[src/rtl/uart_tx_core.sv]
// uart_tx_core: UART serial transmitter (start bit, 5-8 data bits LSB first, stop bits).
// Define TX_PARITY_EN to compile in an even-parity bit between the data and stop bits.
module uart_tx_core #(
  parameter int NUM_STOP_BITS = 1
) (
  input  logic        clk,
  input  logic        n_rst,
  input  logic        tx_start,
  input  logic [7:0]  tx_data,
  input  logic [3:0]  data_size,
  input  logic [13:0] bit_period,
  output logic        tx_ready,
  output logic        tx_busy,
  output logic        tx_done,
  output logic        serial_out
);

  typedef enum logic [2:0] {
    ST_IDLE,
    ST_START,
    ST_DATA,
`ifdef TX_PARITY_EN
    ST_PARITY,
`endif
    ST_STOP
  } state_e;

  // Stop counter value of the final stop bit; anything other than 2 means one stop bit.
  localparam logic LAST_STOP = (NUM_STOP_BITS == 2);

  state_e      state_q, state_d;
  logic [13:0] period_q, period_d;
  logic [13:0] timer_q, timer_d;
  logic [7:0]  shift_q, shift_d;
  logic [2:0]  bit_cnt_q, bit_cnt_d;
  logic [2:0]  last_bit_q, last_bit_d;
  logic        stop_cnt_q, stop_cnt_d;
  logic        done_q, done_d;
  logic        serial_q, serial_d;
`ifdef TX_PARITY_EN
  logic        parity_q, parity_d;
`endif

  logic        bit_end;
  logic [2:0]  req_last_bit;
  logic [7:0]  req_data;

  function automatic logic [13:0] clamp_period(input logic [13:0] p);
    return (p < 14'd2) ? 14'd2 : p;
  endfunction

  // Index of the last data bit, i.e. clamped data_size minus one.
  function automatic logic [2:0] last_index(input logic [3:0] ds);
    if (ds < 4'd5)      return 3'd4;
    else if (ds > 4'd8) return 3'd7;
    else                return 3'(ds - 4'd1);
  endfunction

  assign req_last_bit = last_index(data_size);
  assign req_data     = tx_data & (8'hFF >> (3'd7 - req_last_bit));
  assign bit_end      = (timer_q == 14'd1);

  // NOTE: every variable written here gets its default first, so no path leaves
  // one unassigned and no latch is inferred.
  always_comb begin
    state_d    = state_q;
    period_d   = period_q;
    timer_d    = timer_q;
    shift_d    = shift_q;
    bit_cnt_d  = bit_cnt_q;
    last_bit_d = last_bit_q;
    stop_cnt_d = stop_cnt_q;
    done_d     = 1'b0;
`ifdef TX_PARITY_EN
    parity_d   = parity_q;
`endif

    if (state_q != ST_IDLE) begin
      timer_d = bit_end ? period_q : timer_q - 14'd1;
    end

    unique case (state_q)
      ST_IDLE: begin
        if (tx_start) begin
          state_d    = ST_START;
          period_d   = clamp_period(bit_period);
          timer_d    = clamp_period(bit_period);
          last_bit_d = req_last_bit;
          shift_d    = req_data;
          bit_cnt_d  = 3'd0;
          stop_cnt_d = 1'b0;
`ifdef TX_PARITY_EN
          parity_d   = ^req_data;
`endif
        end
      end
      ST_START: begin
        if (bit_end) state_d = ST_DATA;
      end
      ST_DATA: begin
        if (bit_end) begin
          if (bit_cnt_q == last_bit_q) begin
`ifdef TX_PARITY_EN
            state_d = ST_PARITY;
`else
            state_d = ST_STOP;
`endif
          end else begin
            shift_d   = shift_q >> 1;
            bit_cnt_d = bit_cnt_q + 3'd1;
          end
        end
      end
`ifdef TX_PARITY_EN
      ST_PARITY: begin
        if (bit_end) state_d = ST_STOP;
      end
`endif
      ST_STOP: begin
        if (bit_end) begin
          if (stop_cnt_q == LAST_STOP) begin
            state_d = ST_IDLE;
            done_d  = 1'b1;
            timer_d = 14'd0;
          end else begin
            stop_cnt_d = 1'b1;
          end
        end
      end
      default: state_d = ST_IDLE;
    endcase

    // Line level is decoded from the next state so serial_out itself is a flop.
    unique case (state_d)
      ST_START:  serial_d = 1'b0;
      ST_DATA:   serial_d = shift_d[0];
`ifdef TX_PARITY_EN
      ST_PARITY: serial_d = parity_d;
`endif
      default:   serial_d = 1'b1;
    endcase
  end

  // NOTE: sequential state uses non-blocking assignments so every flop samples
  // the pre-edge values; there is no memory here, so all state is reset.
  always_ff @(posedge clk or negedge n_rst) begin
    if (!n_rst) begin
      state_q    <= ST_IDLE;
      period_q   <= 14'd0;
      timer_q    <= 14'd0;
      shift_q    <= 8'd0;
      bit_cnt_q  <= 3'd0;
      last_bit_q <= 3'd0;
      stop_cnt_q <= 1'b0;
      done_q     <= 1'b0;
      serial_q   <= 1'b1;
`ifdef TX_PARITY_EN
      parity_q   <= 1'b0;
`endif
    end else begin
      state_q    <= state_d;
      period_q   <= period_d;
      timer_q    <= timer_d;
      shift_q    <= shift_d;
      bit_cnt_q  <= bit_cnt_d;
      last_bit_q <= last_bit_d;
      stop_cnt_q <= stop_cnt_d;
      done_q     <= done_d;
      serial_q   <= serial_d;
`ifdef TX_PARITY_EN
      parity_q   <= parity_d;
`endif
    end
  end

  assign tx_ready   = (state_q == ST_IDLE);
  assign tx_busy    = ~tx_ready;
  assign tx_done    = done_q;
  assign serial_out = serial_q;

endmodule

[config.mk]
export PLATFORM = sky130hd
export DESIGN_NAME = uart_tx_core
export DESIGN_NICKNAME = d
export VERILOG_FILES = /design/src/rtl/uart_tx_core.sv
export SDC_FILE = /design/constraint.sdc
export NUM_CORES = 1
export LEC_CHECK = 0
export BUFFER_PORTS_ARGS = -buffer_cell sky130_fd_sc_hd__buf_4
export CAP_MARGIN = 20
export CORE_MARGIN = 4
export CORE_UTILIZATION = 58
export CTS_BUF_LIST = sky130_fd_sc_hd__clkbuf_4 sky130_fd_sc_hd__clkbuf_8 sky130_fd_sc_hd__clkbuf_16
export DETAILED_ROUTE_END_ITERATION = 16
export GPL_ROUTABILITY_DRIVEN = 0
export MAX_ROUTING_LAYER = met4
export PLACE_DENSITY = 0.78
export SYNTH_ARGS = -nofsm -noshare
export SYNTH_HDL_FRONTEND = slang
export SYNTH_SLANG_ARGS = --single-unit
[constraint.sdc]
create_clock -name clk -period 3.3 [get_ports clk]
set_clock_uncertainty 0.2 [all_clocks]
set_input_delay 0.99 -clock clk [delete_from_list [all_inputs] [get_ports clk]]
set_output_delay 0.99 -clock clk [all_outputs]
set_load 0.01 [all_outputs]
# Word level (Yosys, flattened, before mapping)
# Cells that the tools add are included.
[classes]
n_reduce_logical = 7
n_addsub = 4
shift = 1
n_lt_le_gt_ge = 3
eq_ne = 11
bitwise_logic = 2
muxes = 32
[op_table]
columns = ["cell", "n"]
rows = [
  ["2-to-1 mux 14 bit", 6],
  ["2-to-1 mux 3 bit", 11],
  ["case mux 14 bit (2 select lines)", 1],
  ["2-to-1 mux 8 bit", 3],
  ["case mux 8 bit (2 select lines)", 1],
  ["== test 14 x 1 -> 1 bit, second input constant", 1],
  ["less-than comparator 14 x 2 -> 1 bit, second input constant", 1],
  ["subtractor 14 x 1 -> 14 bit, second input constant", 1],
  ["case mux 3 bit (4 select lines)", 1],
  ["== test 3 x 2 -> 1 bit, second input constant", 3],
  ["AND 8 bit", 1],
  ["!= test 2 bit, second input constant", 4],
  ["right shift 8 x 3 -> 8 bit, first input constant", 1],
  ["== test 3 x 1 -> 1 bit, second input constant", 2],
  ["2-to-1 mux 1 bit", 6],
  ["case mux 3 bit (2 select lines)", 1],
  ["greater-than comparator 4 bit, second input constant", 1],
  ["less-than comparator 4 x 3 -> 1 bit, second input constant", 1],
  ["case mux 1 bit (2 select lines)", 2],
  ["AND reduction 4 bit", 1],
  ["nonzero test 2 bit", 2],
  ["adder 3 x 1 -> 3 bit, second input constant", 1],
  ["== test 3 bit", 1],
  ["zero test 3 bit", 1],
  ["6 further kinds", 6],
]
[word_totals]
regBits = 48
output_inout_bits = 4
word_cells = 70
in_bits = 29

# Logic depth before layout (Yosys ltp)
[logic_depth]
word_depth = 9
mapped_depth = 9

# Worst setup path before layout
# No wires, ideal clock.
[synth_path]
path_type = "register to output"
from = "register state_q[2]"
to = "output port tx_ready"
stages_incl_launch_ff = 5
slack_ps = 812
required_ps = 2110
arrival_ps = 1298
cell_sequence = "dfrtp_1 > buf_2 > or3_1 > inv_1 > clkbuf_1"
[synth_via]
elab_chain_cells = 1
[synth_lines]
columns = ["element", "line_no", "source"]
rows = [
  ["from (decl)", "31", "state_e state_q, state_d;"],
  ["from (signal assigned)", "161", "state_q <= state_d;"],
  ["zero test 3 bit", "176", "assign tx_ready = (state_q == ST_IDLE);"],
  ["to (decl)", "12", "output logic tx_ready,"],
]
# No other way between the ends.

# Worst setup path after layout
# Ends and elaborated chain as after synthesis.

==> qor.tcl <==
set qor(status) {completed}
set qor(min_period_ns) 2.852
set qor(synth_sequential_area_ratio) 0.4509
set qor(num-nets-final) 356
set qor(drt-vias-per-instance) 6.088
set qor(timing.reg2reg.worst_path_depth) 6
set qor(synth-seq-cells) 47
set qor(layout-drive-gt1-share) 0.1883
set qor(cp_max_fo) 10
set qor(track_usage) 0.2547
set qor(cellPowerDensity_nw_per_um2) 571.5
set qor(initial_core_util) 0.5997
set qor(clock_path_buffers) 2
set qor(crit_type) {register to output port}
set qor(antennaDiodeCount) 0
set qor(worst_hold_path_type) {register to register}
set qor(setup_viol_count_final) 0
set qor(finalHoldViolCount) 0
set qor(cts_setup_buffers) 0
set qor(wl_per_cell_um) 16.87
set qor(numClockSinks) 47
set qor(synth.net_count) 326
set qor(cp.required_ns) 2.11
set qor(clock.fmax_ghz) 0.3507
set qor(die_w_um) 75.10
set qor(chipHeight_um) 75.10
set qor(crit_arrival_ns) 1.66
set qor(dp_cells) 368
set qor(critPathLaunchType) {register}
set qor(synthesis.instances) 293
set qor(route.antenna.remaining_nets) 0
set qor(grt_max_degree) 48
set qor(rows) 24
set qor(port_buffers) 32
set qor(max_cap_violations) 0
set qor(drt_pre_antenna_iters) 4
set qor(root_buffer) {clkbuf_8}
set qor(share_of_the_core_filled_with_cells) 0.6911
set qor(clock_latency_ns) 0.31
set qor(place.detailed.hpwl_um) 4491
set qor(ys_async_sr_fraction) 1.000
set qor(p_leak_nw) 1.412
set qor(drt-total-wl_um) 6342
set qor(number_of_global_route_vias_before_repair) 2241
set qor(timing.final.crit_share) 0.8642
set qor(synth-edff-count) 0
set qor(io-pin-count) 33
set qor(fin_setup_tns_ns) 0
set qor(synth_top_flop_cell) {dfrtp_1}
set qor(final-max-slew-violation-count) 0
set qor(cts_made_buffers) 5
set qor(global_route_wire_length_before_repair_um) 10560
set qor(synthesized_area_um2) 2611
set qor(vias) 2289
set qor(yosys_warnings) 0
set qor(rsz0062_at_grt) {false}
set qor(dr.first_iter.drc_count) 153
set qor(gr-total-overflow) 0
set qor(cts-resized-gates) 0
set qor(number_of_h_tree_levels) 2
set qor(netlist-cell-type-count) 55
set qor(finish.cell_count_without_fillers) 376
set qor(drcViolationCount) 0
set qor(dieArea_um2) 5640
set qor(grt_antenna_before_repair) 0
set qor(tritoncts) {built}
set qor(slew_headroom) 0.5777
set qor(ir_worst_vdd_mv) 0.3287
set qor(timing_worst_slew_pin_value_ns) 0.6311
set qor(areaGrowthSynthToFinish_pct) 15.24
set qor(report.power.total_mw) 1.720
set qor(timing.critical_path.to_type) {output port}
set qor(post_synth.cell_area_avg_um2) 8.912
set qor(path_clk_slew_ns) 0.09
set qor(timing.hold.worst_path_depth) 2
set qor(cts_hold_buffers) 0
set qor(core-area_um2) 4354
## path summary, 6_finish.rpt
path                                           end                   start  slack, ns
max in group asynchronous     timer_q[5]$_DFF_PN0_                   n_rst       2.02
hold / removal              shift_q[3]$_DFFE_PN0P_  shift_q[3]$_DFFE_PN0P_       0.28
setup / recovery                          tx_ready    state_q[2]$_DFF_PN0_       0.45
min in group asynchronous  period_q[9]$_DFFE_PN0P_                   n_rst       0.48
setup reg to reg              serial_out$_DFF_PN1_    timer_q[2]$_DFF_PN0_       0.69
hold reg to reg             shift_q[3]$_DFFE_PN0P_  shift_q[3]$_DFFE_PN0P_       0.28
## critical path: stages, from the launching register on
cell     delay (ns)
dfrtp_1        0.50
or3_1          0.58
inv_1          0.14
buf_4          0.13
## Yosys cell counts (all sizes together), types with 5 or more instances
cell type / instances / area [um^2]
nand2: 72 / 270.3
dfrtp: 46 / 1151
nor2: 21 / 86.33
o21ai: 17 / 85.08
clkbuf: 11 / 41.29
a21oi: 10 / 50.05
inv: 8 / 30.03
nand3: 8 / 57.56
a22oi: 7 / 52.55
xor2: 7 / 61.31
nor3: 6 / 46.30
buf: 5 / 31.28
nor2b: 5 / 31.28
nor4: 5 / 46.29
## per-stage QoR
| stage | instance area, um^2 | worst slack, ns | hold slack, ns |
|---|---|---|---|
| 6_report | 3009 | 0.4482 | 0.2830 |
| 2_1_floorplan | 2611 | 0.8122 | 0.2404 |
| 3_3_place_gp | 2897 | 0.6560 | 0.2586 |
| 5_1_grt | 3009 | 0.3687 | 0.3148 |
| 4_1_cts | 3009 | 0.4715 | 0.2873 |
| 3_5_place_dp | 2897 | 0.6035 | 0.2645 |
## cell families (layout without fill, tap and decap cells)
logic type,after synthesis,count (layout),synth area share
XOR/XNOR,7,7,0.02348
buffers and inverters,24,55,0.03929
adder cells (fa/ha/maj),4,4,0.01917
AND/OR/NAND/NOR,132,132,0.2487
AO/OA/AOI/OAI,72,72,0.1907
flip-flops,47,47,0.4509
multiplexers,6,6,0.02635
other,1,1,0.001436
## registers in the layout (all words and copies together), names as in the netlist
name,cells
period_q,14
timer_q,14
shift_q,8
bit_cnt_q,3
last_bit_q,3
state_q,3
serial_out,1
tx_done,1
## area by class of cell
| type | instances | area (um^2) |
|---|---|---|
| clock buffer | 5 | 68.82 |
| clock inverter | 3 | 43.79 |
| fill | 355 | 1345 |
| inverter | 8 | 30.03 |
| multi-input combinational | 222 | 1331 |
| sequential | 47 | 1177 |
| tap | 52 | 65.06 |
| timing repair buffer | 39 | 292.8 |
## report_power, final
part / switching (mW) / internal [mW]
clock: 0.209 / 0.226
combinational: 0.250 / 0.213
sequential: 0.133 / 0.688
total: 0.592 / 1.13
## metal layers
layer  routed length, um  global-route usage  up-vias
li1                    -                   -     1088
met1                3038              0.3423     1130
met2                2852              0.3781       62
met3                 347             0.05741        9
met4                 103             0.08893        0
met5                   0                   -        -
## cell usage in the layout, fill, tap and decap left out, types with 5 or more instances in the layout
cell       n
a21oi_1   10
a22oi_1    7
buf_4     39
clkbuf_8   5
dfrtp_1   46
inv_1      8
nand2_1   72
nand3_1    6
nor2_1    18
nor2b_1    5
o21ai_0   17
xor2_1     7
Note: power is estimated with default switching activity, not from simulation.
